$ cat config.mk
export PLATFORM = sky130hd
export DESIGN_NAME = ble_usb_framer
export DESIGN_NICKNAME = d
export VERILOG_FILES = /design/src/rtl/ble_usb_framer.sv
export SDC_FILE = /design/constraint.sdc
export NUM_CORES = 1
export LEC_CHECK = 0
export ABC_AREA = 1
export BUFFER_PORTS_ARGS = -buffer_cell sky130_fd_sc_hd__clkbuf_2
export CAP_MARGIN = 20
export CORE_MARGIN = 1
export CORE_UTILIZATION = 52
export DETAILED_ROUTE_END_ITERATION = 12
export PLACE_DENSITY = 0.79
export SETUP_SLACK_MARGIN = 0.15
export SLEW_MARGIN = 20
export SYNTH_ARGS = -nofsm -noshare
export SYNTH_HDL_FRONTEND = slang
export SYNTH_SLANG_ARGS = --single-unit
$ cat constraint.sdc
create_clock -name clk_i -period 2.85 [get_ports clk_i]
set_input_delay 0.4275 -clock clk_i [delete_from_list [all_inputs] [get_ports clk_i]]
set_output_delay 0.4275 -clock clk_i [all_outputs]
set_load 0.05 [all_outputs]
$ cat src/rtl/ble_usb_framer.sv
// Single-packet BLE framer: buffers one packet, then emits RSSI, channel, length and payload one word per clock.
// Optional checksum word after the payload when BLE_USB_CHECKSUM_EN is defined.
module ble_usb_framer #(
  parameter int MAX_LEN = 64,
  parameter int DATA_W  = 8,
  parameter int CHAN_W  = 7,
  parameter int RSSI_W  = 8
) (
  input  logic              clk_i,
  input  logic              rst_i,
  input  logic              in_valid_i,
  input  logic [DATA_W-1:0] in_data_i,
  input  logic              in_last_i,
  input  logic [CHAN_W-1:0] channel_i,
  input  logic [RSSI_W-1:0] rssi_i,
  output logic [DATA_W-1:0] data_o,
  output logic              valid_o,
  output logic              frame_o,
  output logic              busy_o,
  output logic [7:0]        drop_cnt_o
);

  localparam int AW    = (MAX_LEN > 1) ? $clog2(MAX_LEN) : 1;
  localparam int DEPTH = 1 << AW;

  typedef enum logic [2:0] {
    S_IDLE, S_CAPTURE, S_DISCARD, S_HDR_RSSI, S_HDR_CHAN, S_HDR_LEN, S_PAYLOAD
`ifdef BLE_USB_CHECKSUM_EN
    , S_CKSUM
`endif
  } state_t;

  // Handshake: a byte is taken on any edge where in_valid_i=1; there is no
  // backpressure, and valid_o=1 marks data_o as a frame word for that cycle.
  state_t              state_q, state_d;
  logic [7:0]          len_q, len_d;
  logic [7:0]          rd_idx_q, rd_idx_d;
  logic [CHAN_W-1:0]   chan_q, chan_d;
  logic [RSSI_W-1:0]   rssi_q, rssi_d;
  logic [DATA_W-1:0]   data_q, data_d;
  logic                valid_q, valid_d;
  logic                frame_q, frame_d;
  logic                busy_q, busy_d;
  logic [7:0]          drop_cnt_q, drop_cnt_d;
  logic                in_drop_q, in_drop_d;
  logic                drop_inc;
  logic                out_phase;
  logic                buf_we;
  logic [AW-1:0]       buf_widx;
  logic [DATA_W-1:0]   buf_q [0:DEPTH-1];
`ifdef BLE_USB_CHECKSUM_EN
  logic [DATA_W-1:0]   cks_q, cks_d;
`endif

  always_comb begin
    state_d    = state_q;
    len_d      = len_q;
    rd_idx_d   = rd_idx_q;
    chan_d     = chan_q;
    rssi_d     = rssi_q;
    data_d     = '0;
    valid_d    = 1'b0;
    frame_d    = 1'b0;
    in_drop_d  = in_drop_q;
    drop_inc   = 1'b0;
    buf_we     = 1'b0;
    buf_widx   = len_q[AW-1:0];
    out_phase  = (state_q == S_HDR_RSSI) || (state_q == S_HDR_CHAN) ||
                 (state_q == S_HDR_LEN) || (state_q == S_PAYLOAD) ||
`ifdef BLE_USB_CHECKSUM_EN
                 (state_q == S_CKSUM) ||
`endif
                 ((state_q == S_IDLE) && busy_q);

    // A packet arriving while a frame is being emitted is swallowed whole,
    // possibly outliving the frame; it is counted once at its last byte.
    if (in_valid_i) begin
      if (in_drop_q) begin
        if (in_last_i) begin
          in_drop_d = 1'b0;
          drop_inc  = 1'b1;
        end
      end else if (out_phase) begin
        if (in_last_i) drop_inc  = 1'b1;
        else           in_drop_d = 1'b1;
      end
    end

    case (state_q)
      S_IDLE: begin
        if (in_valid_i && !in_drop_q && !busy_q) begin
          buf_we   = 1'b1;
          buf_widx = '0;
          chan_d   = channel_i;
          rssi_d   = rssi_i;
          len_d    = 8'd1;
          state_d  = in_last_i ? S_HDR_RSSI : S_CAPTURE;
        end
      end
      S_CAPTURE: begin
        if (in_valid_i) begin
          if (len_q == 8'(MAX_LEN)) begin
            if (in_last_i) begin
              drop_inc = 1'b1;
              state_d  = S_IDLE;
            end else begin
              state_d  = S_DISCARD;
            end
          end else begin
            buf_we = 1'b1;
            len_d  = len_q + 8'd1;
            if (in_last_i) state_d = S_HDR_RSSI;
          end
        end
      end
      S_DISCARD: begin
        if (in_valid_i && in_last_i) begin
          drop_inc = 1'b1;
          state_d  = S_IDLE;
        end
      end
      S_HDR_RSSI: begin
        data_d  = DATA_W'(rssi_q);
        valid_d = 1'b1;
        frame_d = 1'b1;
        state_d = S_HDR_CHAN;
      end
      S_HDR_CHAN: begin
        data_d  = DATA_W'(chan_q);
        valid_d = 1'b1;
        frame_d = 1'b1;
        state_d = S_HDR_LEN;
      end
      S_HDR_LEN: begin
        data_d   = DATA_W'(len_q);
        valid_d  = 1'b1;
        frame_d  = 1'b1;
        rd_idx_d = 8'd0;
        state_d  = S_PAYLOAD;
      end
      S_PAYLOAD: begin
        data_d   = buf_q[rd_idx_q[AW-1:0]];
        valid_d  = 1'b1;
        frame_d  = 1'b1;
        rd_idx_d = rd_idx_q + 8'd1;
        if (rd_idx_q == len_q - 8'd1) begin
`ifdef BLE_USB_CHECKSUM_EN
          state_d = S_CKSUM;
`else
          state_d = S_IDLE;
`endif
        end
      end
`ifdef BLE_USB_CHECKSUM_EN
      S_CKSUM: begin
        data_d  = cks_q;
        valid_d = 1'b1;
        frame_d = 1'b1;
        state_d = S_IDLE;
      end
`endif
      default: state_d = S_IDLE;
    endcase

`ifdef BLE_USB_CHECKSUM_EN
    cks_d = cks_q;
    if (state_q == S_HDR_RSSI)                  cks_d = data_d;
    else if (valid_d && (state_q != S_CKSUM))   cks_d = cks_q ^ data_d;
`endif

    // Busy stays high through the last word so the idle gap is visible on busy_o too.
    busy_d     = (state_d != S_IDLE) || valid_d;
    drop_cnt_d = (drop_inc && (drop_cnt_q != 8'hFF)) ? drop_cnt_q + 8'd1 : drop_cnt_q;
  end

  always_ff @(posedge clk_i) begin
    if (!rst_i) begin
      state_q    <= S_IDLE;
      len_q      <= '0;
      rd_idx_q   <= '0;
      chan_q     <= '0;
      rssi_q     <= '0;
      data_q     <= '0;
      valid_q    <= 1'b0;
      frame_q    <= 1'b0;
      busy_q     <= 1'b0;
      drop_cnt_q <= '0;
      in_drop_q  <= 1'b0;
`ifdef BLE_USB_CHECKSUM_EN
      cks_q      <= '0;
`endif
    end else begin
      state_q    <= state_d;
      len_q      <= len_d;
      rd_idx_q   <= rd_idx_d;
      chan_q     <= chan_d;
      rssi_q     <= rssi_d;
      data_q     <= data_d;
      valid_q    <= valid_d;
      frame_q    <= frame_d;
      busy_q     <= busy_d;
      drop_cnt_q <= drop_cnt_d;
      in_drop_q  <= in_drop_d;
`ifdef BLE_USB_CHECKSUM_EN
      cks_q      <= cks_d;
`endif
    end
  end

  always_ff @(posedge clk_i) begin
    if (buf_we) buf_q[buf_widx] <= in_data_i;
  end

  assign data_o     = data_q;
  assign valid_o    = valid_q;
  assign frame_o    = frame_q;
  assign busy_o     = busy_q;
  assign drop_cnt_o = drop_cnt_q;

endmodule

==> results of run 1 <==
metal layers:
layer | global-route usage (%) | share of wire (%) | routed length (um) | up-vias
met5 | 0 | 0 | 0 | -
met2 | 41.11 | 47 | 28160 | 969
met3 | 5.249 | 11 | 6475 | 121
li1 | - | - | - | 7622
met1 | 34.43 | 39 | 23120 | 7977
met4 | 9.437 | 3.1 | 1845 | 0
final timing paths:
kind                                               end              startpoint  slack [ns]  cells after the start
worst min-delay path            chan_q[0]$_SDFFE_PN0P_            channel_i[0]        0.05                      3
worst max register to register  buf_q[23][5]$_DFFE_PP_   len_q[1]$_SDFFE_PN0P_        0.32                     10
worst min register to register  rssi_q[6]$_SDFFE_PN0P_  rssi_q[6]$_SDFFE_PN0P_        0.46                      2
worst max-delay path            buf_q[23][5]$_DFFE_PP_   len_q[1]$_SDFFE_PN0P_        0.32                     10
registers in the layout (all words and copies together) (netlist names), 3 cells and up, named ones only:
signal      count
rssi_q          8
data_o          8
drop_cnt_o      8
chan_q          7
buf_q         512
rd_idx_q        8
state_q         3
len_q           8
power breakdown:
group	switching, mW	internal [mW]	leakage, nW
Sequential	0.0751	9.26	5.08
Clock	3.23	4.01	0.884
Combinational	0.920	0.331	3.67
synthesized netlist by cell type:
| cell | instances |
|---|---|
| buf_6 | 11 |
| nand2_1 | 705 |
| edfxtp_1 | 512 |
| a2111oi_0 | 1 |
| a31oi_1 | 2 |
| dfxtp_1 | 59 |
| xor2_1 | 7 |
| nand3_2 | 5 |
| xnor2_1 | 11 |
| nor4_2 | 1 |
| clkbuf_1 | 25 |
| nor3_1 | 11 |
| nor4_1 | 5 |
| o21ai_1 | 1 |
| nor2_4 | 1 |
| inv_2 | 5 |
| buf_2 | 22 |
| o211ai_1 | 2 |
| a311oi_1 | 1 |
| inv_4 | 1 |
| clkinv_1 | 1 |
| o21ai_0 | 25 |
| o21ai_2 | 3 |
| nor3_2 | 2 |
| o22ai_1 | 2 |
| and3_1 | 1 |
| a21oi_1 | 34 |
| nand2_2 | 6 |
| a211oi_1 | 3 |
| buf_4 | 47 |
| a221oi_1 | 7 |
| nor2_1 | 118 |
| nand4_1 | 1 |
| o21a_1 | 1 |
| a22oi_1 | 1 |
| a21oi_2 | 4 |
| ha_1 | 5 |
| nand3_1 | 447 |
| inv_1 | 57 |
| buf_1 | 20 |
what timing repair did:
action                                  4_1_cts  5_1_grt
hold buffers                                  0        0
gates resized for setup                       0       29
endpoints found under the setup margin        0      287
logic make-up (layout without fill, tap and decap cells):
logic type | count (synthesis) | count (layout) | synth area share (%)
AND/OR/NAND/NOR | 1303 | 1303 | 23.30
adder cells (fa/ha/maj) | 5 | 5 | 0.2623
flip-flops | 571 | 571 | 69.42
AO/OA/AOI/OAI | 87 | 87 | 2.172
XOR/XNOR | 18 | 18 | 0.6610
buffers and inverters | 189 | 285 | 4.187
through the flow:
stage	instance area (um2)	util [%]	setup WS [ns]	hold WS [ns]	cells
2_1_floorplan	23850	-	0.3704	0.4294	2173
3_3_place_gp	24820	54.82	0.3227	0.4442	2766
3_5_place_dp	24820	54.82	0.2258	0.4491	2766
4_1_cts	26630	58.82	0.1933	0.03864	2869
5_1_grt	26710	58.98	0.1299	0.06714	2869
6_report	26710	58.98	0.3151	0.05109	2869
area by class of cell:
class | instances | area (um2) | area share (%)
Inverter | 64 | 246.5 | 0.9229
Tap cell | 600 | 750.7 | 2.811
Sequential cell | 571 | 16560 | 62.02
Timing Repair Buffer | 118 | 960.9 | 3.598
Clock inverter | 29 | 239.0 | 0.8948
Clock buffer | 74 | 1572 | 5.884
Multi-Input combinational cell | 1413 | 6374 | 23.87
placed cells by master, fill, tap and decap left out, drive strengths merged, types with 13 or more instances in the layout:
master  instances
nor3           13
a21oi          38
edfxtp        512
clkbuf        119
o21ai          29
dfxtp          59
nand2         711
buf            73
nor2          119
inv            68
clkinv         20
nand3         452
critical path, cell delays in order, from the launching register on:
cell and delay, ns:
dfxtp_1 0.47, inv_1 0.16, ha_1 0.21, inv_1 0.06, nor3_2 0.04, nand3_2 0.13, nand2_1 0.10, clkinv_1 0.18
nand2_1 0.08, buf_4 0.22, nor2_1 0.50
==> impl_metrics.tcl, run 1 <==
set metrics [dict create \
    status "finished clean" \
    antenna_left 0 \
    synth_top_area_cell "edfxtp_1" \
    antenna_found_initial 0 \
    cts_setup_buffers 0 \
    avgSynthCellArea_um2 10.98 \
    numCtsBuffers 55 \
    finClkSkew_ns 0.03105 \
    ctsLongestPathBuffers 3 \
    slew-limit-headroom_pct 39.33 \
    period_needed_ns 2.535 \
    overflow 0 \
    dieArea_um2 46730 \
    core-area_um2 45280 \
    arrival_ns 2.78 \
    fin_tns_setup_ns 0 \
    timing.max_cap.violations 0 \
    nFillCells 3556 \
    root_buffer "clkbuf_16" \
    vdd_ir_drop_max_mv 0.5404 \
    p_leak_nw 9.635 \
    grt_max_degree 129 \
    cts_max_level 2 \
    synth_area_leaders "edfxtp_1 64%, nand2_1 11%, nand3_1 9.4%" \
    cts_tree "yes" \
    path_max_fanout 10 \
    drtIter0Drc 2156 \
    tightestPinTransition_ns 0.9100 \
    nets 2255 \
    synth_top_area_share_pct 64.47 \
    routed_wl_um 59600 \
    cts.sinks 571 \
    area_growth_pct 11.98 \
    clk_latency_ns 0.63 \
    io_buffers 45 \
    wire_per_inst_um 20.77 \
    min_period_over_period_pct 88.94 \
    yosys_warnings 0 \
    p_per_area_nw_per_um2 667.3 \
    vias 16690 \
    synth_fp_nets 2205 \
    synth.distinct_cells 40 \
    netlist_area_um2 23850 \
    slew_violations 0 \
    path_clk_slew_ns 0.07 \
    die_x_um 216.2 \
    syn-instance-count 2173 \
    power.total_mw 17.82 \
    final_hold_viol_count 0 \
    setup_viol 0 \
    routabilityCongestion 0.9326 \
    io_pins 46 \
    drive_gt1_share_pct 11.86 \
    critPathRequiredTime_ns 3.09 \
    critPathKind "flip-flop to flip-flop" \
    drc 0 \
    rsz0062_at_grt "yes" \
    start_kind "flip-flop" \
    via_per_inst 5.817 \
    rows 78 \
    ys_ff_latch 571 \
    n_antenna_cell 0 \
    gr-usage-all-layers_pct 25.55 \
    ys_seq_area_share_pct 69.42 \
    end_kind "flip-flop" \
    hold_class "input pin to flip-flop" \
    dp_hpwl_um 36000 \
    fmax_mhz 394.5 \
    first_pass_iters 6 \
    grt_pass1_wl_um 91380 \
    grt_pass1_vias 16290 \
    dieHeight_um 216.2 \
    start_util_pct 52.67 \
]
No activity file was read; power rests on OpenSTA's default activity.
==> run 2, diff against run 1 <==
--- a/config.mk
+++ b/config.mk
@@ -8,10 +8,12 @@
 export ABC_AREA = 1
 export BUFFER_PORTS_ARGS = -buffer_cell sky130_fd_sc_hd__clkbuf_2
 export CAP_MARGIN = 20
+export CELL_PAD_IN_SITES_DETAIL_PLACEMENT = 0
+export CELL_PAD_IN_SITES_GLOBAL_PLACEMENT = 1
 export CORE_MARGIN = 1
-export CORE_UTILIZATION = 52
+export CORE_UTILIZATION = 51
 export DETAILED_ROUTE_END_ITERATION = 12
-export PLACE_DENSITY = 0.79
+export PLACE_DENSITY = 0.91
 export SETUP_SLACK_MARGIN = 0.15
 export SLEW_MARGIN = 20
 export SYNTH_ARGS = -nofsm -noshare
==> run 2 against run 1 <==
Effect of this change:
- hold slack improved by 0.032 ns
- utilization fell by 0.47 points
- cell count rose by 0.56%
- first-iteration DRC count fell by 18%
- non-clock buffer count rose by 17
- total power rose by 0.20%
- cell area rose by 0.27%
- largest power group unchanged
==> impl_metrics.tcl, run 2 (same netlist as run 1, synthesis figures left out) <==
set metrics [dict create \
    rrSetupSlack_ns 0.18 \
    final_hold_viol_count 0 \
    die_x_um 218.2 \
    crit_top_cell "inv_1" \
    wire_per_inst_um 20.78 \
    min-delay-start "channel_i[0]" \
    root_buffer "clkbuf_16" \
    status "finished clean" \
    slew_violations 0 \
    antenna_left 0 \
    p_leak_nw 9.717 \
    rsz0062_at_grt "yes" \
    numCtsBuffers 55 \
    cts_resized 0 \
    slowest_delay_ns 0.56 \
    seq_power_share_pct 52.3 \
    regMostFlops "buf_q" \
    pwr-share-clk_pct 41.0 \
    drive_gt1_share_pct 11.95 \
    timing.max_cap.violations 0 \
    end_kind "flip-flop" \
    first_pass_iters 6 \
    io_pins 46 \
    critPathSlowestCell "nor2_1" \
    slew-limit-headroom_pct 46.30 \
    overflow 0 \
    hold_buffers 0 \
    start_kind "flip-flop" \
    path_max_fanout 10 \
    final_cell_mix "705 x nand2_1, 512 x edfxtp_1, 447 x nand3_1, 95 x nor2_1, 78 x buf_4" \
    fin_cells 2885 \
    worstPathCellList "inv_1, ha_1, inv_1, nor3_2, nand3_2, nand2_1, clkinv_1, nand3_1, buf_4, nor2_1" \
    ctsLongestPathBuffers 3 \
    drtIter0Drc 1760 \
    rr_startpoint "len_q[1]$_SDFFE_PN0P_" \
    postPlaceCellArea_um2 24910 \
    antenna_found_initial 0 \
    tightestPinTransition_ns 0.8055 \
    hold_path_end "chan_q[0]$_SDFFE_PN0P_" \
    area_growth_pct 12.29 \
    mostFrequentLayoutCell "nand2_1" \
    r2r_cells 10 \
    critPathKind "flip-flop to flip-flop" \
    n_antenna_cell 0 \
    nFillCells 3616 \
    grt_max_degree 129 \
    arrival_ns 2.91 \
    nets 2272 \
    fin_tns_setup_ns 0 \
    switching_share_pct 22.62 \
    setup_viol 0 \
    min_period_over_period_pct 93.85 \
    io_buffers 45 \
    grt_pass1_vias 16440 \
    path_clk_slew_ns 0.06 \
    vdd_ir_drop_max_mv 0.5521 \
    clk_latency_ns 0.60 \
    dieHeight_um 218.2 \
    hold_class "input pin to flip-flop" \
    cts_max_level 2 \
    r2r_end "buf_q[34][1]$_DFFE_PP_" \
    rows 78 \
    grt_pass1_wl_um 93150 \
    routed_wl_um 59950 \
    drc 0 \
    whs_path_depth 3 \
    dp.cells 2783 \
    start_util_pct 52.10 \
    cts.sinks 571 \
    finish.instance_area_um2 26780 \
    fmax_mhz 373.9 \
    via_per_inst 5.728 \
    largest_reg_flops 512 \
    routabilityCongestion 0.9054 \
    cts_tree "yes" \
    cts_setup_buffers 0 \
    dieArea_um2 47630 \
    p_per_area_nw_per_um2 666.8 \
    finClkSkew_ns 0.009735 \
    period_needed_ns 2.675 \
    gr-usage-all-layers_pct 25.86 \
    power_frac_comb_pct 6.7 \
    vias 16520 \
    dp_hpwl_um 37330 \
    p_switching_mw 4.040 \
    critPathRequiredTime_ns 3.08 \
    core-area_um2 45770 \
    internal_power_mw 13.82 \
]
## run 2: changes by cell type in the layout (fill, tap and decap cells not counted), sizes merged
cell | before | now
clkinv | 20 | 29
clkinvlp | 4 | 1
inv | 68 | 65
clkbuf | 119 | 110
bufinv | 1 | 6
buf | 73 | 90
## run 2: per-stage QoR
step	total power [mW]	utilization, %	setup slack, ns	hold WS [ns]
3_3_place_gp	10.67	54.42	0.3566	0.4480
4_1_cts	17.90	58.38	0.1927	0.06845
2_1_floorplan	10.21	-	0.3704	0.4294
3_5_place_dp	10.69	54.42	0.2210	0.4443
5_1_grt	18.36	58.51	0.02882	0.1139
6_report	17.86	58.51	0.1752	0.08292
## run 2: critical path, delay by kind of cell (launching register included)
family,cells,cell delay [ns]
AND/OR/NAND/NOR,5,0.94
adder cells (fa/ha/maj),1,0.21
buffers and inverters,4,0.66
flip-flops,1,0.49
## run 2: per-layer routing
layer | vias up | wire (um) | global-route usage, %
met1 | 7967 | 23830 | 34.10
met3 | 118 | 4948 | 4.050
li1 | 7668 | - | -
met4 | 0 | 2070 | 11.42
met2 | 771 | 29100 | 42.42
met5 | - | 0 | 0
## run 2: layout make-up
cell class                      count  area, um2  share of cell area (%)
Clock inverter                     37      336.6                   1.257
Multi-Input combinational cell   1413       6352                   23.72
Clock buffer                       65       1476                   5.513
Inverter                           64      247.7                  0.9251
Timing Repair Buffer              135       1051                   3.925
Sequential cell                   571      16560                   61.86
Tap cell                          600      750.7                   2.803
## run 2: how the worst max path moves through the flow
stage,start,to,slack (ns),cells after the start
finish,len_q[1]$_SDFFE_PN0P_,buf_q[34][1]$_DFFE_PP_,0.18,10
global route,len_q[1]$_SDFFE_PN0P_,buf_q[38][1]$_DFFE_PP_,0.03,10
CTS,len_q[1]$_SDFFE_PN0P_,buf_q[6][1]$_DFFE_PP_,0.19,10
detailed placement,len_q[1]$_SDFFE_PN0P_,buf_q[52][5]$_DFFE_PP_,0.22,10
global placement,len_q[1]$_SDFFE_PN0P_,buf_q[22][2]$_DFFE_PP_,0.36,10
floorplan,len_q[0]$_SDFFE_PN0P_,buf_q[36][0]$_DFFE_PP_,0.37,10
## run 2: power groups by stage
stage,Clock (mW),Sequential (mW),Combinational (mW)
2_1_floorplan,0,9.55,0.658
3_3_place_gp,0,9.51,1.17
3_5_place_dp,0,9.51,1.18
4_1_cts,7.38,9.33,1.19
5_1_grt,7.69,9.35,1.32
6_report,7.32,9.33,1.20
